**config.mk**
```make
export PLATFORM = sky130hd
export DESIGN_NAME = cla_adder_pipe
export DESIGN_NICKNAME = d
export VERILOG_FILES = /design/src/rtl/cla_adder_pipe.sv
export SDC_FILE = /design/constraint.sdc
export NUM_CORES = 1
export LEC_CHECK = 0
export CAP_MARGIN = 20
export CORE_ASPECT_RATIO = 1.75
export CORE_MARGIN = 2
export CORE_UTILIZATION = 57
export CTS_BUF_LIST = sky130_fd_sc_hd__clkbuf_8
export CTS_CLUSTER_SIZE = 8
export DETAILED_ROUTE_END_ITERATION = 16
export GPL_TIMING_DRIVEN = 0
export PLACE_DENSITY = 0.85
export SLEW_MARGIN = 5
export SYNTH_ARGS = -nofsm -noshare
export SYNTH_HDL_FRONTEND = slang
export SYNTH_SLANG_ARGS = --single-unit --ignore-timing --ignore-initial --compat-mode --unroll-limit 50000
export TNS_END_PERCENT = 100
```
**constraint.sdc**
```tcl
create_clock -name clk -period 6.2 [get_ports clk]
set_clock_uncertainty 0.2 [all_clocks]
set_input_delay 0.62 -clock clk [delete_from_list [all_inputs] [get_ports clk]]
set_output_delay 0.62 -clock clk [all_outputs]
set_load 0.05 [all_outputs]
```
**src/rtl/cla_adder_pipe.sv**
```systemverilog
// cla_adder_pipe: two-stage pipelined block carry-lookahead adder/subtractor with valid/ready.
//   clk, rst_n          clock, asynchronous active-low reset
//   in_valid/in_ready   operand handshake (a, b, cin, sub)
//   out_valid/out_ready result handshake (sum, cout, ovf, zero)
//   sub=1 computes a-b (cin ignored, cout=1 means no borrow); ovf is signed overflow
module cla_adder_pipe #(
    parameter int WIDTH = 16,
    parameter int GROUP = 4
) (
    input  logic             clk,
    input  logic             rst_n,
    input  logic             in_valid,
    output logic             in_ready,
    input  logic [WIDTH-1:0] a,
    input  logic [WIDTH-1:0] b,
    input  logic             cin,
    input  logic             sub,
    output logic             out_valid,
    input  logic             out_ready,
    output logic [WIDTH-1:0] sum,
    output logic             cout,
    output logic             ovf,
    output logic             zero
);
    localparam int NG = WIDTH / GROUP;

    if (WIDTH < 4 || WIDTH % GROUP != 0 || !(GROUP == 2 || GROUP == 4 || GROUP == 8)) begin : g_bad_params
        $error("cla_adder_pipe: illegal WIDTH/GROUP combination");
    end

    // Carry out of position n-1 in sum-of-products lookahead form:
    // OR over j<n of (gv[j] & pv[j+1..n-1]) plus (c & pv[0..n-1]); no term depends on another carry.
    function automatic logic la(input logic [WIDTH-1:0] pv, input logic [WIDTH-1:0] gv,
                                input logic c, input int n);
        logic acc;
        logic t;
        acc = 1'b0;
        for (int j = 0; j < WIDTH; j++) begin
            t = gv[j];
            for (int m = 0; m < WIDTH; m++) t = (m > j && m < n) ? t & pv[m] : t;
            acc = (j < n) ? acc | t : acc;
        end
        t = c;
        for (int m = 0; m < WIDTH; m++) t = (m < n) ? t & pv[m] : t;
        return acc | t;
    endfunction

    logic             adv1, adv2;
    logic [WIDTH-1:0] b_eff, p, g;
    logic             c_eff;
    logic [NG-1:0]    grp_p, grp_g;

    logic             s1_valid, s1_c, s1_amsb, s1_bmsb;
    logic [WIDTH-1:0] s1_p, s1_g;
    logic [NG-1:0]    s1_gp, s1_gg;

    logic [NG-1:0]    gc;
    logic [WIDTH-1:0] c, nsum;
    logic             ncout, novf;

    assign adv2     = ~out_valid | out_ready;
    assign adv1     = ~s1_valid | adv2;
    assign in_ready = adv1;

    always_comb begin
        b_eff = sub ? ~b : b;
        c_eff = sub | cin;
        p     = a ^ b_eff;
        g     = a & b_eff;
        grp_p = '0;
        grp_g = '0;
        for (int k = 0; k < NG; k++) begin
            grp_p[k] = &p[k*GROUP +: GROUP];
            grp_g[k] = la(WIDTH'(p[k*GROUP +: GROUP]), WIDTH'(g[k*GROUP +: GROUP]), 1'b0, GROUP);
        end
    end

    always_ff @(posedge clk or negedge rst_n) begin
        if (!rst_n) begin
            s1_valid <= 1'b0;
            s1_p     <= '0;
            s1_g     <= '0;
            s1_gp    <= '0;
            s1_gg    <= '0;
            s1_c     <= 1'b0;
            s1_amsb  <= 1'b0;
            s1_bmsb  <= 1'b0;
        end else if (adv1) begin
            s1_valid <= in_valid;
            if (in_valid) begin
                s1_p    <= p;
                s1_g    <= g;
                s1_gp   <= grp_p;
                s1_gg   <= grp_g;
                s1_c    <= c_eff;
                s1_amsb <= a[WIDTH-1];
                s1_bmsb <= b_eff[WIDTH-1];
            end
        end
    end

    // Second lookahead level: group carries from group P/G, then bit carries inside each group.
    always_comb begin
        gc = '0;
        c  = '0;
        for (int k = 0; k < NG; k++) gc[k] = la(WIDTH'(s1_gp), WIDTH'(s1_gg), s1_c, k);
        for (int k = 0; k < NG; k++)
            for (int j = 0; j < GROUP; j++)
                c[k*GROUP+j] = la(WIDTH'(s1_p[k*GROUP +: GROUP]), WIDTH'(s1_g[k*GROUP +: GROUP]), gc[k], j);
        nsum  = s1_p ^ c;
        ncout = (s1_amsb & s1_bmsb) | ((s1_amsb ^ s1_bmsb) & c[WIDTH-1]);
        novf  = c[WIDTH-1] ^ ncout;
    end

    always_ff @(posedge clk or negedge rst_n) begin
        if (!rst_n) begin
            out_valid <= 1'b0;
            sum       <= '0;
            cout      <= 1'b0;
            ovf       <= 1'b0;
            zero      <= 1'b0;
        end else if (adv2) begin
            out_valid <= s1_valid;
            if (s1_valid) begin
                sum  <= nsum;
                cout <= ncout;
                ovf  <= novf;
                zero <= ~|nsum;
            end
        end
    end
endmodule

```
* Word level (Yosys, flattened, before mapping)
Index checks and enable logic that the tools add are counted.
** Cells by class
- Bitwise gates (word level) :: 101
- Multiplexer cells :: 1
- Reductions and logical operators :: 7
** Operator list (count)
- $and 1x1->1 :: 50
- $or 1x1->1 :: 43
- $xor 16x16->16 :: 2
- $mux 16 :: 1
- $not 16->16 :: 1
- $reduce_or 16->1 :: 1
- $and 15x15->15 :: 1
- $reduce_and 4->1 :: 3
- $reduce_and 2->1 :: 2
- $not 1->1 :: 2
- $xor 1x1->1 :: 2
- $logic_not 1->1 :: 1
** Storage, ports and cells
- Register bits :: 61
- Output and inout port bits :: 21
- Bits of input ports :: 38
- Logic and storage cells :: 122

* Longest topological paths before layout
- Depth after elaboration :: 12
- Mapped depth :: 9
- Mapped depth without buffers :: 9

* Least setup slack after synthesis
No wires, ideal clock.
- Path type :: reg-to-reg
- Start point :: register out_valid
- End point :: register s1_g[0]
- Library setup time :: 125 ps
- Cell stages (with the launch flop) :: 5
- Period minus slack after synthesis :: 2519 ps
- Path slack :: 3681 ps
- Path buffers :: 1
- Required time :: 5875 ps
- Data arrival time :: 2195 ps
- Cells stage by stage :: dfrtp_1 -> nand3b_1 -> nand2_1 -> buf_2 -> mux2_2
** On the way
- Cells in the longest elaborated chain, start to end :: 4
** Ends and longest elaborated chain
- start, declared :: RTL line 18 : output logic out_valid,
- start signal, assigned :: RTL line 123 : out_valid <= s1_valid;
- $not 1->1 :: RTL line 61 : assign adv2 = ~out_valid | out_ready;
- $or 1x1->1 :: RTL line 61
- $or 1x1->1 :: RTL line 62 : assign adv1 = ~s1_valid | adv2;
- net in_ready :: RTL line 13 : output logic in_ready,
- $reduce_and 2->1 (no source line)
- end signal, assigned :: RTL line 92 : s1_g <= g;
- end, declared :: RTL line 54 : logic [WIDTH-1:0] s1_p, s1_g;
The timed path passes the listed nets, and every way through them passes these cells.
A chain may end at the register's enable or synchronous reset.

* Worst setup path in the final report
- Start point :: input port out_ready
- End point :: output port in_ready
** On the way
- Cells in the longest elaborated chain, start to end :: 2
** Ends and longest elaborated chain
- start, declared :: RTL line 19 : input logic out_ready,
- $or 1x1->1 :: RTL line 61
- $or 1x1->1 :: RTL line 62
- end, declared :: RTL line 13
No other way between the ends.

==> qor.yml <==
outcome:
  status: "complete, no violations"
sta:
  tns_ns: 0
  hold_viol: 0
  setup_violations: 0
  final_max_slew_viol_count: 0
  min_period_over_period_pct: 46.3
  grt_setup_unrepaired: "false"
  period_needed_ns: 2.87
  slew_headroom_pct: 44.0
  max_slew.worst_pin.slew_ns: 0.840
  fmax_mhz: 348
global_route:
  grt_pass1_wl_um: 10600
  grt_overflow: 0
  track_usage_pct: 25.0
  antenna_found_initial: 0
  grt_max_degree: 37
  grt_pass1_vias: 2198
floorplan:
  fp.dieH_um: 98.8
  fp.dieArea_um2: 5740
  rows: 34
  pin_count: 59
  initial_utilization_pct: 58.8
  die_w_um: 58.2
  core_um2: 4980
min_path:
  min_path_type: "in2async"
cells_and_area:
  multi_input_area_um2: 1440
  fin_area_um2: 3850
  antenna_cells: 0
  fillerInstances: 314
  postLayoutCoreUtil_pct: 77.4
  ff_latch_area_um2: 1450
  area_growth_pct: 31.7
  drive_gt1_share_pct: 20.4
  final_nets: 372
power_and_ir_drop:
  leakagePower_nw: 1.78
  pwr-share-clk_pct: 28.6
  seqPwrFrac_pct: 33.6
  ir_drop_uv: 480
  p_int_mw: 1.05
  combPwrFrac_pct: 37.8
  p_switching_uw: 580
  powerDensity_nw_per_um2: 423
  p_sw_share_pct: 35.6
critical_path:
  startpoint_type: "input port"
  worstSetupPathType: "in2out"
  worst-path-buf-inv: 2
  cp_common_cell: "clkdlybuf4s50_1"
  end_kind: "output port"
  max_stage_delay_ns: 0.82
  cp.arrival_ns: 2.05
  cp_top_family: "buffers and inverters"
  cp_cell_sequence: "clkdlybuf4s50_1, nand3b_1, clkdlybuf4s50_1"
  path_max_fanout: 3
  crit_required_ns: 5.38
  critPathSlowestCell: "clkdlybuf4s50_1"
yosys:
  yosys_warnings: 0
  synth_seq_area_share_pct: 49.6
  ys_seq_elements: 58
  synthTopCellsByCount: "dfrtp_1 (58), mux2_2 (39), nand2_1 (26), ha_1 (20), o21ai_0 (20)"
  yosysMostFrequentCell: "dfrtp_1"
  synth_edf_count: 0
  async_flop_share_pct: 100
  synth.distinct_cells: 31
  synthTopCellsByArea: "dfrtp_1 (50%), mux2_2 (15%), ha_1 (8.6%)"
  synthesis.nets: 303
  synth_area_leader_cell: "dfrtp_1"
  syn_avg_cell_area_um2: 11.9
  synth_area_um2: 2930
  ys.flop_type: "dfrtp_1"
  synth_top_area_share_pct: 49.6
  synth_cells: 245
clock_network:
  cts.clk_slew.worst_paths_ns: 0.06
  htreeDepth: 3
  hold_buffers: 0
  ctsResizeCount: 0
  root_buffer: "clkbuf_8"
  cts_setup_buffers: 0
  numCtsBuffers: 9
  clock_latency_ns: 0.34
  cts.sinks: 58
  clock_path_buffers: 2
  cts_tree: "done"
place:
  port_buffers: 57
  dpl_cell_area_um2: 3590
  gp_congestion: 0.805
  hpwl_um: 4690
routing:
  via_per_inst: 5.76
  final_antenna_net_count: 0
  drc: 0
  dr.pass1.iters: 4
  num_vias: 2147
  drt-total-wl_um: 6200
  drtIter0Drc: 43
  wire_per_inst_um: 16.6
job:
  maxCapViolCount: 0
[sequential cells by signal, summed over array words and instances (netlist names), 3 cells and up]
register,count
s1_g,12
s1_gg,3
s1_gp,3
s1_p,16
sum,16
[metrics by stage]
step | power, mW | std cells | hold WS, ns | setup slack, ns
4_1_cts | 1.64 | 373 | 0.201 | 3.33
3_5_place_dp | 1.17 | 357 | 0.269 | 3.33
5_1_grt | 1.71 | 373 | 0.258 | 3.28
3_3_place_gp | 1.15 | 356 | 0.262 | 2.61
2_1_floorplan | 0.950 | 245 | 0.124 | 3.68
6_report | 1.63 | 373 | 0.181 | 3.33
[placed cells by master, fill, tap and decap left out, types with 9 or more instances in the layout]
cell type        synthesis  layout
clkbuf_8                 0      10
nand2_1                 26      26
xor2_1                  19      19
o21ai_0                 20      20
ha_1                    20      20
dfrtp_1                 58      58
a21o_1                   9       9
mux2_2                  39      39
clkdlybuf4s50_1          0      56
[routing by layer]
metal	vias up	global-route usage (%)	routed length, um
li1	1012	-	-
met1	1058	28.9	2360
met3	20	4.33	193
met4	0	16.8	258
met5	-	0	0
met2	57	41.3	3390
[logic make-up (layout without fill, tap and decap cells)]
kind of cell	count (synthesis)	in the layout	synth area share, %
buf+inv	8	82	1.24
compound gates	44	44	9.79
simple gates	52	52	8.55
mux	40	40	15.4
fa+ha+maj	20	20	8.55
xor+xnor	23	23	6.89
flops	58	58	49.6
[power by group through the flow]
stage | clock [mW] | combinational, mW | sequential, mW
4_1_cts | 0.473 | 0.621 | 0.547
3_5_place_dp | 0 | 0.617 | 0.553
3_3_place_gp | 0 | 0.601 | 0.546
6_report | 0.467 | 0.616 | 0.547
2_1_floorplan | 0 | 0.220 | 0.730
5_1_grt | 0.490 | 0.660 | 0.560
[cell type report]
cell class,instances,share of cell area [%]
Buffer,8,0.942
Clock buffer,10,3.57
Clock inverter,6,3.35
Multi-Input combinational cell,179,37.3
Sequential cell,58,37.7
Tap cell,54,1.75
Timing Repair Buffer,58,15.4
[final timing paths]
| kind | startpoint | endpoint | slack, ns | cells past startpoint |
|---|---|---|---|---|
| hold / removal | rst_n | s1_g[9]$_DFFE_PN0P_ | 0.18 | 1 |
| setup / recovery | out_ready | in_ready | 3.33 | 3 |
| min in group clk | sum[11]$_DFFE_PN0P_ | sum[11]$_DFFE_PN0P_ | 0.28 | 2 |
| hold reg to reg | sum[11]$_DFFE_PN0P_ | sum[11]$_DFFE_PN0P_ | 0.28 | 2 |
| max in group asynchronous | rst_n | sum[15]$_DFFE_PN0P_ | 5.03 | 2 |
| setup reg to reg | s1_c$_DFFE_PN0P_ | zero$_DFFE_PN0P_ | 3.50 | 8 |
[worst register-to-register path, cell delays in order, from the launching register on]
cell and delay [ns]:
dfrtp_1 0.41, a21o_1 0.21, a21o_1 0.22, a21o_1 0.19
ha_1 0.30, or4_1 0.40, nor3b_1 0.24, nand4_1 0.14
o41ai_2 0.29
No activity file was read; power rests on OpenSTA's default activity.
